===== src/rtl/hazard_control_unit.sv =====
// Hazard controller for the 5-stage RV32I pipeline: load-use bubbles, branch flushes, memory-wait freeze, watchdog.
// Optional performance counters are compiled in with HAZARD_PERF_COUNTERS_EN.
module hazard_control_unit #(
  parameter int unsigned MEM_TIMEOUT = 255,
  parameter int unsigned CNT_WIDTH   = 32
) (
  input  logic       clk_i,
  input  logic       rst_i,
  input  logic [4:0] rs1_if_id_i,
  input  logic [4:0] rs2_if_id_i,
  input  logic       uses_rs1_if_id_en,
  input  logic       uses_rs2_if_id_en,
  input  logic [4:0] rd_id_ex_i,
  input  logic       mem_read_id_ex_en,
  input  logic       branch_taken_ex_en,
  input  logic       dmem_busy_en,
  output logic       pc_stall_o,
  output logic       if_id_stall_o,
  output logic       if_id_flush_o,
  output logic       id_ex_stall_o,
  output logic       id_ex_flush_o,
  output logic       ex_mem_stall_o,
  output logic       mem_wb_stall_o,
  output logic       fault_o
`ifdef HAZARD_PERF_COUNTERS_EN
  ,
  output logic [CNT_WIDTH-1:0] stall_cycles_o,
  output logic [CNT_WIDTH-1:0] flush_count_o,
  output logic [CNT_WIDTH-1:0] load_use_count_o
`endif
);

  localparam int unsigned WD_W = $clog2(MEM_TIMEOUT + 1);

  typedef enum logic [1:0] {RUN, MEM_WAIT, FAULT} state_e;

  state_e            state_q, state_d;
  logic [WD_W-1:0]   wd_q, wd_d;
  logic              fault_q;
  logic              lu;
  logic              lu_sel;

  assign lu = mem_read_id_ex_en && (rd_id_ex_i != 5'd0) &&
              (((rd_id_ex_i == rs1_if_id_i) && uses_rs1_if_id_en) ||
               ((rd_id_ex_i == rs2_if_id_i) && uses_rs2_if_id_en));

  // State, watchdog and sticky fault registers
  always_ff @(posedge clk_i or posedge rst_i) begin
    if (rst_i) begin
      state_q <= RUN;
      wd_q    <= '0;
      fault_q <= 1'b0;
    end else begin
      state_q <= state_d;
      wd_q    <= wd_d;
      fault_q <= fault_q | (state_q == FAULT);
    end
  end

  assign fault_o = fault_q;

  // Next state and hazard outputs
  always_comb begin
    state_d        = state_q;
    wd_d           = wd_q;
    lu_sel         = 1'b0;
    pc_stall_o     = 1'b0;
    if_id_stall_o  = 1'b0;
    if_id_flush_o  = 1'b0;
    id_ex_stall_o  = 1'b0;
    id_ex_flush_o  = 1'b0;
    ex_mem_stall_o = 1'b0;
    mem_wb_stall_o = 1'b0;
    if ((state_q == FAULT) || dmem_busy_en) begin
      pc_stall_o     = 1'b1;
      if_id_stall_o  = 1'b1;
      id_ex_stall_o  = 1'b1;
      ex_mem_stall_o = 1'b1;
      mem_wb_stall_o = 1'b1;
    end else if (branch_taken_ex_en) begin
      if_id_flush_o  = 1'b1;
      id_ex_flush_o  = 1'b1;
    end else if (lu) begin
      pc_stall_o     = 1'b1;
      if_id_stall_o  = 1'b1;
      id_ex_flush_o  = 1'b1;
      lu_sel         = 1'b1;
    end
    case (state_q)
      RUN: begin
        if (dmem_busy_en) begin
          state_d = MEM_WAIT;
          wd_d    = WD_W'(1);
        end
      end
      MEM_WAIT: begin
        if (!dmem_busy_en) begin
          state_d = RUN;
          wd_d    = '0;
        end else if (wd_q == WD_W'(MEM_TIMEOUT)) begin
          state_d = FAULT;
        end else begin
          wd_d    = wd_q + WD_W'(1);
        end
      end
      FAULT:   state_d = FAULT;
      default: state_d = RUN;
    endcase
  end

`ifdef HAZARD_PERF_COUNTERS_EN
  logic [CNT_WIDTH-1:0] stall_q, flush_q, lu_cnt_q;

  // Saturating performance counters
  always_ff @(posedge clk_i or posedge rst_i) begin
    if (rst_i) begin
      stall_q  <= '0;
      flush_q  <= '0;
      lu_cnt_q <= '0;
    end else begin
      if (pc_stall_o && (stall_q != '1))    stall_q  <= stall_q + CNT_WIDTH'(1);
      if (if_id_flush_o && (flush_q != '1)) flush_q  <= flush_q + CNT_WIDTH'(1);
      if (lu_sel && (lu_cnt_q != '1))       lu_cnt_q <= lu_cnt_q + CNT_WIDTH'(1);
    end
  end

  assign stall_cycles_o   = stall_q;
  assign flush_count_o    = flush_q;
  assign load_use_count_o = lu_cnt_q;
`endif

endmodule


===== config.mk =====
export PLATFORM = sky130hd
export DESIGN_NAME = hazard_control_unit
export DESIGN_NICKNAME = d
export VERILOG_FILES = /design/src/rtl/hazard_control_unit.sv
export SDC_FILE = /design/constraint.sdc
export NUM_CORES = 1
export LEC_CHECK = 0
export BUFFER_PORTS_ARGS = -buffer_cell sky130_fd_sc_hd__buf_2
export CAP_MARGIN = 0
export CORE_MARGIN = 2
export CORE_UTILIZATION = 47
export DETAILED_ROUTE_END_ITERATION = 8
export PLACE_DENSITY = 0.84
export RECOVER_POWER = 25
export SLEW_MARGIN = 10
export SYNTH_ARGS = -nofsm -noshare
export SYNTH_HDL_FRONTEND = slang
export SYNTH_SLANG_ARGS = --single-unit

===== constraint.sdc =====
create_clock -name clk_i -period 2.2 [get_ports clk_i]
set_clock_uncertainty 0.15 [all_clocks]
set_input_delay 0.44 -clock clk_i [delete_from_list [all_inputs] [get_ports clk_i]]
set_output_delay 0.44 -clock clk_i [all_outputs]
set_load 0.03 [all_outputs]

After elaboration in Yosys (flattened, before gate mapping) --
Index checks and enable logic that the tools add are counted.
Storage, ports and cells: latch bits 0, ROM bits 0, input bits 22, RAM bits 0, logic and storage cells 40, register bits after elaboration 11, output and inout bits 8, memories 0
Cells by class: order comparisons 0, multiplexer cells 16, equality and inequality tests 8, add/sub/neg operators 1, reductions and logical operators 11, multipliers 0, shift-type cells 0, bitwise logic cells 1, div/mod/pow operators 0
Operators by type and width (number):
- $mux 8 | 3
- $pmux 8 s2 | 1
- $eq 5x5->1 | 2
- $add 8x1->8 const B | 1
- $eq 8x8->1 const B | 1
- $mux 1 | 8
- $mux 2 | 3
- $ne 3x3->1 const B | 2
- $pmux 2 s3 | 1
- $reduce_bool 5->1 | 1
- $logic_and 1x1->1 | 4
- $reduce_and 3->1 | 1
- $eq 2x1->1 const B | 1
- $eq 2x2->1 const B | 1
- $logic_not 2->1 | 1
- $logic_or 1x1->1 | 2
- $ne 2x2->1 const B | 1
- $reduce_and 2->1 | 1
- $reduce_bool 2->1 | 1
- $or 1x1->1 | 1

Logic depth before layout (Yosys ltp) --
Gate-level depths: netlist of the first run.
depth after elaboration 7, mapped depth 5, mapped depth without buffers 5

Worst setup path before layout of the first run --
Ideal clock, no wire load.
path type input -> output, start point input rd_id_ex_i[3], end point output pc_stall_o, path slack -529 ps, required time 1610 ps, cell stages on the path 5, data arrival time 2139 ps, cell sequence xor2_1 -> nor4_2 -> a32oi_1 -> o31ai_1 -> buf_4
On the way: word-level cells in the longest chain between the ends 7
Ends and longest elaborated chain:
- from (decl) | line 13 | input logic [4:0] rd_id_ex_i,
- $eq 5x5->1, on equally long branches | line 44, 45
- $logic_and 1x1->1, on equally long branches | line 44, 45
- $logic_or 1x1->1 | line 44 | (((rd_id_ex_i == rs1_if_id_i) && uses_rs1_if_id_en) ||
- $logic_and 1x1->1 * | line 43 | assign lu = mem_read_id_ex_en && (rd_id_ex_i != 5'd0) &&
- $mux 1 * (3 in series)
- to (decl) | line 17 | output logic pc_stall_o,
Every way passes the cells marked *; elsewhere a longest branch is shown, timed or not.

Worst setup path in the final report of the first run --
start point input rd_id_ex_i[1], end point output if_id_stall_o
On the way: word-level cells in the longest chain between the ends 7
Ends and longest elaborated chain:
- $eq 5x5->1, on equally long branches | line 44, 45
- $logic_and 1x1->1, on equally long branches | line 44, 45
- $logic_or 1x1->1 | line 44
- $logic_and 1x1->1 * | line 43
- $mux 1 * | line 83 | end else if (lu) begin
- $mux 1 * | line 80 | end else if (branch_taken_ex_en) begin
- $mux 1 * | line 74 | if ((state_q == FAULT) || dmem_busy_en) begin
- to (decl) | line 18 | output logic if_id_stall_o,
Marks and branches as above.

==> results.json, run 1 <==
{
  "rsz_0062_raised_after_global_routing": "yes",
  "floorplan.core_area_um2": 1540,
  "hpwl_um": 1450,
  "synth.mux.area_fraction_pct": 0,
  "final.period_utilization_pct": 103,
  "holdCritPathClass": "input pin to asynchronous set/reset pin",
  "post_synth_main_area_contributors": "dfrtp_1 (35%), xor2_1 (8.9%), o21ai_0 (8.3%)",
  "finalInstanceArea_um2": 1110,
  "violations": "hold timing, setup timing",
  "clk_latency_ns": 0.29,
  "global_route_wire_length_before_repair_um": 3190,
  "whs_ns": -0.00937,
  "grt_max_degree": 12,
  "syn_nets": 113,
  "row_count": 14,
  "drcViolationCount": 0,
  "fmaxAchievable_ghz": 0.441,
  "maxCapViolCount": 0,
  "synth_top_area_share_pct": 35.1,
  "die-width_um": 44.8,
  "drt-wirelength-per-cell_um": 16.1,
  "yosys.area_share.xor_xnor_pct": 11.2,
  "setup-violations-final": 3,
  "adder_cell_share_of_the_synthesized_area_pct": 1.60,
  "final_max_slew_viol_count": 0,
  "post_route_cells_drive_above_1_share_pct": 40.3,
  "globalRoute.totalOverflow": 0,
  "num_vias": 807,
  "floorplan.io_pins": 30,
  "hold_violations": 11,
  "cts_inserted_buffers": 3,
  "cellPowerDensity_nw_per_um2": 460,
  "multi_input_comb_area_um2": 539,
  "number_of_antenna_violations_at_the_first_check_in_global_routing": 0,
  "count_of_buffers_inserted_at_the_top_level_ports": 29,
  "clock_sink_count": 11,
  "layoutNonFillerInstCount": 140,
  "run_status": "complete, but fails checks",
  "gr-usage-all-layers_pct": 22.9,
  "sequential_cell_area_um2": 278,
  "dp.cells": 135,
  "static-leakage-power_nw": 0.496,
  "synth-seq-cells": 11,
  "combinational_family_with_the_most_area_after_synthesis": "compound AO/OA/AOI/OAI gates",
  "seq_area_frac_synth_pct": 35.1,
  "irDropWorstVdd_v": 0.000259,
  "detailedRoute.firstIterationViolations": 20,
  "syn_inst": 90,
  "ctsRootBufferMaster": "clkbuf_4",
  "drt.antenna.violating_nets": 0,
  "ys_warn_count": 0,
  "die_height_um": 44.8,
  "gpl_congestion": 0.859,
  "synth.cell_area_um2": 783,
  "nNetsFinal": 148,
  "timing.critical_path.to_type": "primary output",
  "post-route-min-period_ns": 2.27,
  "routed_wl_um": 2250,
  "cp_data_required_time_ns": 1.61,
  "slew-limit-headroom_pct": 70.8,
  "max_slew.worst_pin.slew_ns": 0.438,
  "setup.worst_path.start_class": "input pin",
  "synth-simple-area-share_pct": 22.4,
  "synthDistinctLibCells": 31,
  "fp.dieArea_um2": 2010,
  "post_place_setup_slack_ns": -0.110,
  "cts_tree": "done",
  "vias_in_the_first_global_route": 730,
  "path_max_fanout": 3,
  "synth_area_leader_cell": "dfrtp_1",
  "antennaDiodeCount": 0,
  "cp_data_arrival_time_ns": 1.68,
  "start_util_pct": 50.8,
  "synth_compound_area_share_pct": 24.0,
  "detail_route.vias_per_cell": 5.76,
  "cts.hold.buffers_added": 0,
  "postLayoutSetupSlackWorst_ns": -0.0695,
  "placedInstanceArea_um2": 967,
  "crit_type": "input pin to primary output",
  "detail_route.first_pass.iterations": 4,
  "layout.filler_cells": 121,
  "cts_max_path_buffers": 2,
  "h-tree-depth": 1,
  "area_overhead_of_the_layout_relative_to_synthesis_pct": 41.4,
  "clk_pin_slew_ns": 0.07,
  "synth.avg_cell_area_um2": 8.70
}
[sequential cells by signal, indices dropped and copies added (netlist names)]
| register | cells |
|---|---|
| fault_o | 1 |
| state_q | 2 |
| wd_q | 8 |
[critical path, cell delays in order]
cell and delay, ns:
buf_8 0.11, xor2_4 0.18, nor4_4 0.28, a32oi_2 0.18, o31ai_4 0.30, buf_6 0.17
[per-layer routing]
layer  wire length, um  vias up  global-route usage, %
li1                  -      387                      -
met1               898      382                   26.2
met2              1160       29                   37.4
met3               132        9                   7.20
met4                59        0                   14.1
met5                 0        -                      0
[repair_timing]
item | 4_1_cts | 5_1_grt
pin swaps | 6 | 8
setup buffers | 0 | 1
resized for setup | 14 | 9
endpoints found under the setup margin | 3 | 3
[worst paths after layout]
check	from	to	slack, ns	cells past startpoint
min reg2reg	fault_o	fault_o	0.32	1
min in group clk_i	dmem_busy_en	state_q[0]	0.30	3
max in group asynchronous	rst_i	state_q[0]	1.58	2
max	rd_id_ex_i[1]	if_id_stall_o	-0.07	6
max reg2reg	wd_q[0]	wd_q[6]	0.57	5
min	rst_i	wd_q[4]	-0.009	2
[cell usage in the layout, fill, tap and decap left out, types with 2 or more instances in the layout]
cell type	netlist	layout
xor2_2	0	2
and3_1	2	2
nand2b_1	3	3
o21ai_0	13	12
clkbuf_4	0	3
xor2_1	8	5
dfrtp_1	11	9
buf_2	0	21
a31oi_1	2	2
o22ai_1	2	2
nor2_1	4	4
nand3_1	2	2
inv_1	6	6
xnor2_1	2	2
o31ai_4	1	2
buf_6	0	5
nand2_1	8	8
buf_4	3	6
a21oi_1	5	5
dfrtp_2	0	2
[cells in the mapped netlist, drive strengths merged]
master,instances
o22ai,2
nand2b,3
nand4,2
and2,2
and2b,1
nand2,8
and4,1
o21ba,1
nand3,2
ha,1
nor2,4
nand3b,1
or4,1
a21oi,5
a32oi,1
xnor2,2
a31oi,2
a32o,1
and3,2
o21ai,13
nor4,2
buf,3
o31ai,4
nor3b,1
dfrtp,11
inv,6
xor2,8
[per-stage QoR]
stage          power, W  utilization (%)  TNS [ns]
2_1_floorplan  0.000291                -   -0.0956
3_3_place_gp   0.000331             62.7    -0.139
3_5_place_dp   0.000336             62.7    -0.310
4_1_cts        0.000493             68.2   -0.0550
5_1_grt        0.000530             71.8    -0.324
6_report       0.000509             71.8    -0.183
[where the power goes]
part / switching (W) / internal, W
sequential: 0.00000704 / 0.000209
combinational: 0.0000803 / 0.0000640
clock: 0.0000786 / 0.0000707
[kinds of logic (layout without fill, tap and decap cells)]
kind of cell / after synthesis / in the layout
flip-flops: 11 / 11
buffers and inverters: 9 / 43
AND/OR/NAND/NOR: 30 / 30
adder cells (fa/ha/maj): 1 / 1
AO/OA/AOI/OAI: 29 / 29
XOR/XNOR: 10 / 10
[cell type report]
cell class                 count  share of cell area [%]
timing repair buffer          33                    20.0
inverter                       6                    2.03
tap                           16                    1.81
clock buffer                   4                    2.37
sequential                    11                    25.1
multi-input combinational     70                    48.7
No activity file was read; power rests on OpenSTA's default activity.
==> inputs of run 2 (changes only) <==
--- a/config.mk
+++ b/config.mk
@@ -10,6 +10,7 @@
 export CORE_MARGIN = 2
 export CORE_UTILIZATION = 47
 export DETAILED_ROUTE_END_ITERATION = 8
+export MAX_ROUTING_LAYER = met4
 export PLACE_DENSITY = 0.84
 export RECOVER_POWER = 25
 export SLEW_MARGIN = 10
==> run 2 against run 1 <==
Net effect: the run still ends with hold timing, setup timing left; critical endpoint is now pc_stall_o; combinational power barely moved; sequential power barely moved; clock power barely moved; hold slack improved by 0.0041 ns; critical path depth did not move; die area did not move; count of clock-buffer cells in the layout did not move; cell area fell by 0.68%; utilization fell by 0.49 points; global-route usage rose by 0.44 points; flip-flop and latch count did not move.
==> results.json, run 2 (synthesis gave the netlist of run 1 again) <==
{
  "holdCritPathClass": "input pin to asynchronous set/reset pin",
  "row_count": 14,
  "irDropWorstVdd_v": 0.000259,
  "clock_sink_count": 11,
  "detail_route.first_pass.iterations": 4,
  "ctsRootBufferMaster": "clkbuf_4",
  "h-tree-depth": 1,
  "floorplan.io_pins": 30,
  "violations": "hold timing, setup timing",
  "fp.dieArea_um2": 2010,
  "slew-limit-headroom_pct": 70.5,
  "cts_inserted_buffers": 3,
  "floorplan.core_area_um2": 1540,
  "dp.cells": 135,
  "max_slew.worst_pin.slew_ns": 0.441,
  "cts_tree": "done",
  "clk_pin_slew_ns": 0.07,
  "static-leakage-power_nw": 0.491,
  "final_max_slew_viol_count": 0,
  "largest_register": "wd_q",
  "antennaDiodeCount": 0,
  "cp_data_required_time_ns": 1.61,
  "rr_worst_depth": 5,
  "vias_in_the_first_global_route": 734,
  "cts.hold.buffers_added": 0,
  "final.period_utilization_pct": 103,
  "gpl_congestion": 0.873,
  "met1_usage_pct": 26.2,
  "cellPowerDensity_nw_per_um2": 461,
  "clk_latency_ns": 0.28,
  "layoutNonFillerInstCount": 139,
  "num_vias": 822,
  "layout.core_utilization_pct": 71.3,
  "crit_type": "input pin to primary output",
  "cp.buffers_inverters": 2,
  "number_of_antenna_violations_at_the_first_check_in_global_routing": 0,
  "global_route_wire_length_before_repair_um": 3190,
  "grt_max_degree": 12,
  "design_power_total_w": 0.000507,
  "gr-usage-met2_pct": 37.4,
  "post-route-min-period_ns": 2.27,
  "setup.worst_path.start_class": "input pin",
  "drt.antenna.violating_nets": 0,
  "start_util_pct": 50.8,
  "worstPathCellList": "buf_8 -> xor2_4 -> nor4_4 -> a32oi_2 -> o31ai_4 -> buf_6",
  "cp_data_arrival_time_ns": 1.68,
  "hold_violations": 11,
  "cp_slowest_cell": "o31ai_4",
  "whs_ns": -0.00525,
  "most_frequent_standard_cell_in_the_layout_excluding_fill_and_tap_cells": "buf_2",
  "post_cts_repair_setup_buffers": 0,
  "globalRoute.totalOverflow": 0,
  "post_route_cells_drive_above_1_share_pct": 39.8,
  "die_height_um": 44.8,
  "globalRouteMet3Util_pct": 6.00,
  "cts_max_path_buffers": 2,
  "postLayoutSetupSlackWorst_ns": -0.0747,
  "final_cell_mix": "buf_2 (21), o21ai_0 (12), dfrtp_1 (9)",
  "drt-wirelength-per-cell_um": 16.2,
  "drcViolationCount": 0,
  "rsz_0062_raised_after_global_routing": "yes",
  "die-width_um": 44.8,
  "run_status": "complete, but fails checks",
  "setup-violations-final": 3,
  "largest_register_ffs": 8,
  "path_max_fanout": 3,
  "globalRoute.busiestLayer": "met2",
  "fmaxAchievable_ghz": 0.440,
  "cpLargestDelayFamily": "compound AO/OA/AOI/OAI gates",
  "gr-usage-all-layers_pct": 23.4,
  "timing.critical_path.to_type": "primary output",
  "maxCapViolCount": 0,
  "critPathMaxStageDelay_ns": 0.30,
  "layout.filler_cells": 120,
  "cp.depth": 6,
  "nNetsFinal": 147,
  "area_overhead_of_the_layout_relative_to_synthesis_pct": 40.4,
  "hpwl_um": 1450,
  "detailedRoute.firstIterationViolations": 16,
  "post_place_setup_slack_ns": -0.110,
  "count_of_buffers_inserted_at_the_top_level_ports": 29,
  "detail_route.vias_per_cell": 5.91,
  "routed_wl_um": 2250,
  "setup-tns-final_ns": -0.204
}
-- run 2: cell types whose count changed in the layout (fill, tap and decap cells not counted) --
cell / previous run / this run
buf_4: 6 / 5
-- run 2: stage by stage --
stage / hold WS, ns / instance area [um2]
floorplan: 0.142 / 802
global placement: 0.296 / 967
detailed placement: 0.303 / 967
CTS: 0.00504 / 1050
global route: 0.0393 / 1100
finish: -0.00525 / 1100
-- run 2: cell type report --
type | count | area, um2 | share of cell area [%]
clock buffer | 4 | 26.3 | 2.39
inverter | 6 | 22.5 | 2.05
multi-input combinational | 70 | 539 | 49.0
sequential | 11 | 278 | 25.3
tap | 16 | 20.0 | 1.82
timing repair buffer | 32 | 214 | 19.5
-- run 2: power breakdown --
part	leakage (nW)	internal, W	switching (W)
sequential	0.141	0.000209	0.00000716
clock	0.0150	0.0000706	0.0000770
combinational	0.335	0.0000629	0.0000801
-- run 2: final timing paths --
| check | end | slack, ns | startpoint |
|---|---|---|---|
| max | pc_stall_o | -0.07 | rd_id_ex_i[1] |
| min | wd_q[4] | -0.005 | rst_i |
| max reg2reg | wd_q[6] | 0.58 | wd_q[0] |
| min reg2reg | fault_o | 0.33 | fault_o |
| max in group asynchronous | state_q[0] | 1.58 | rst_i |
| min in group clk_i | state_q[0] | 0.31 | dmem_busy_en |
-- run 2: layer usage --
metal	part of all wire [%]	wire length, um
met3	6.7	152
met5	0	0
met2	51	1160
met1	39	874
met4	3.1	70
-- run 2: repair_timing --
action | in CTS | in global routing
endpoints found under the setup margin | 3 | 3
pin swaps | 6 | 8
resized for setup | 14 | 9
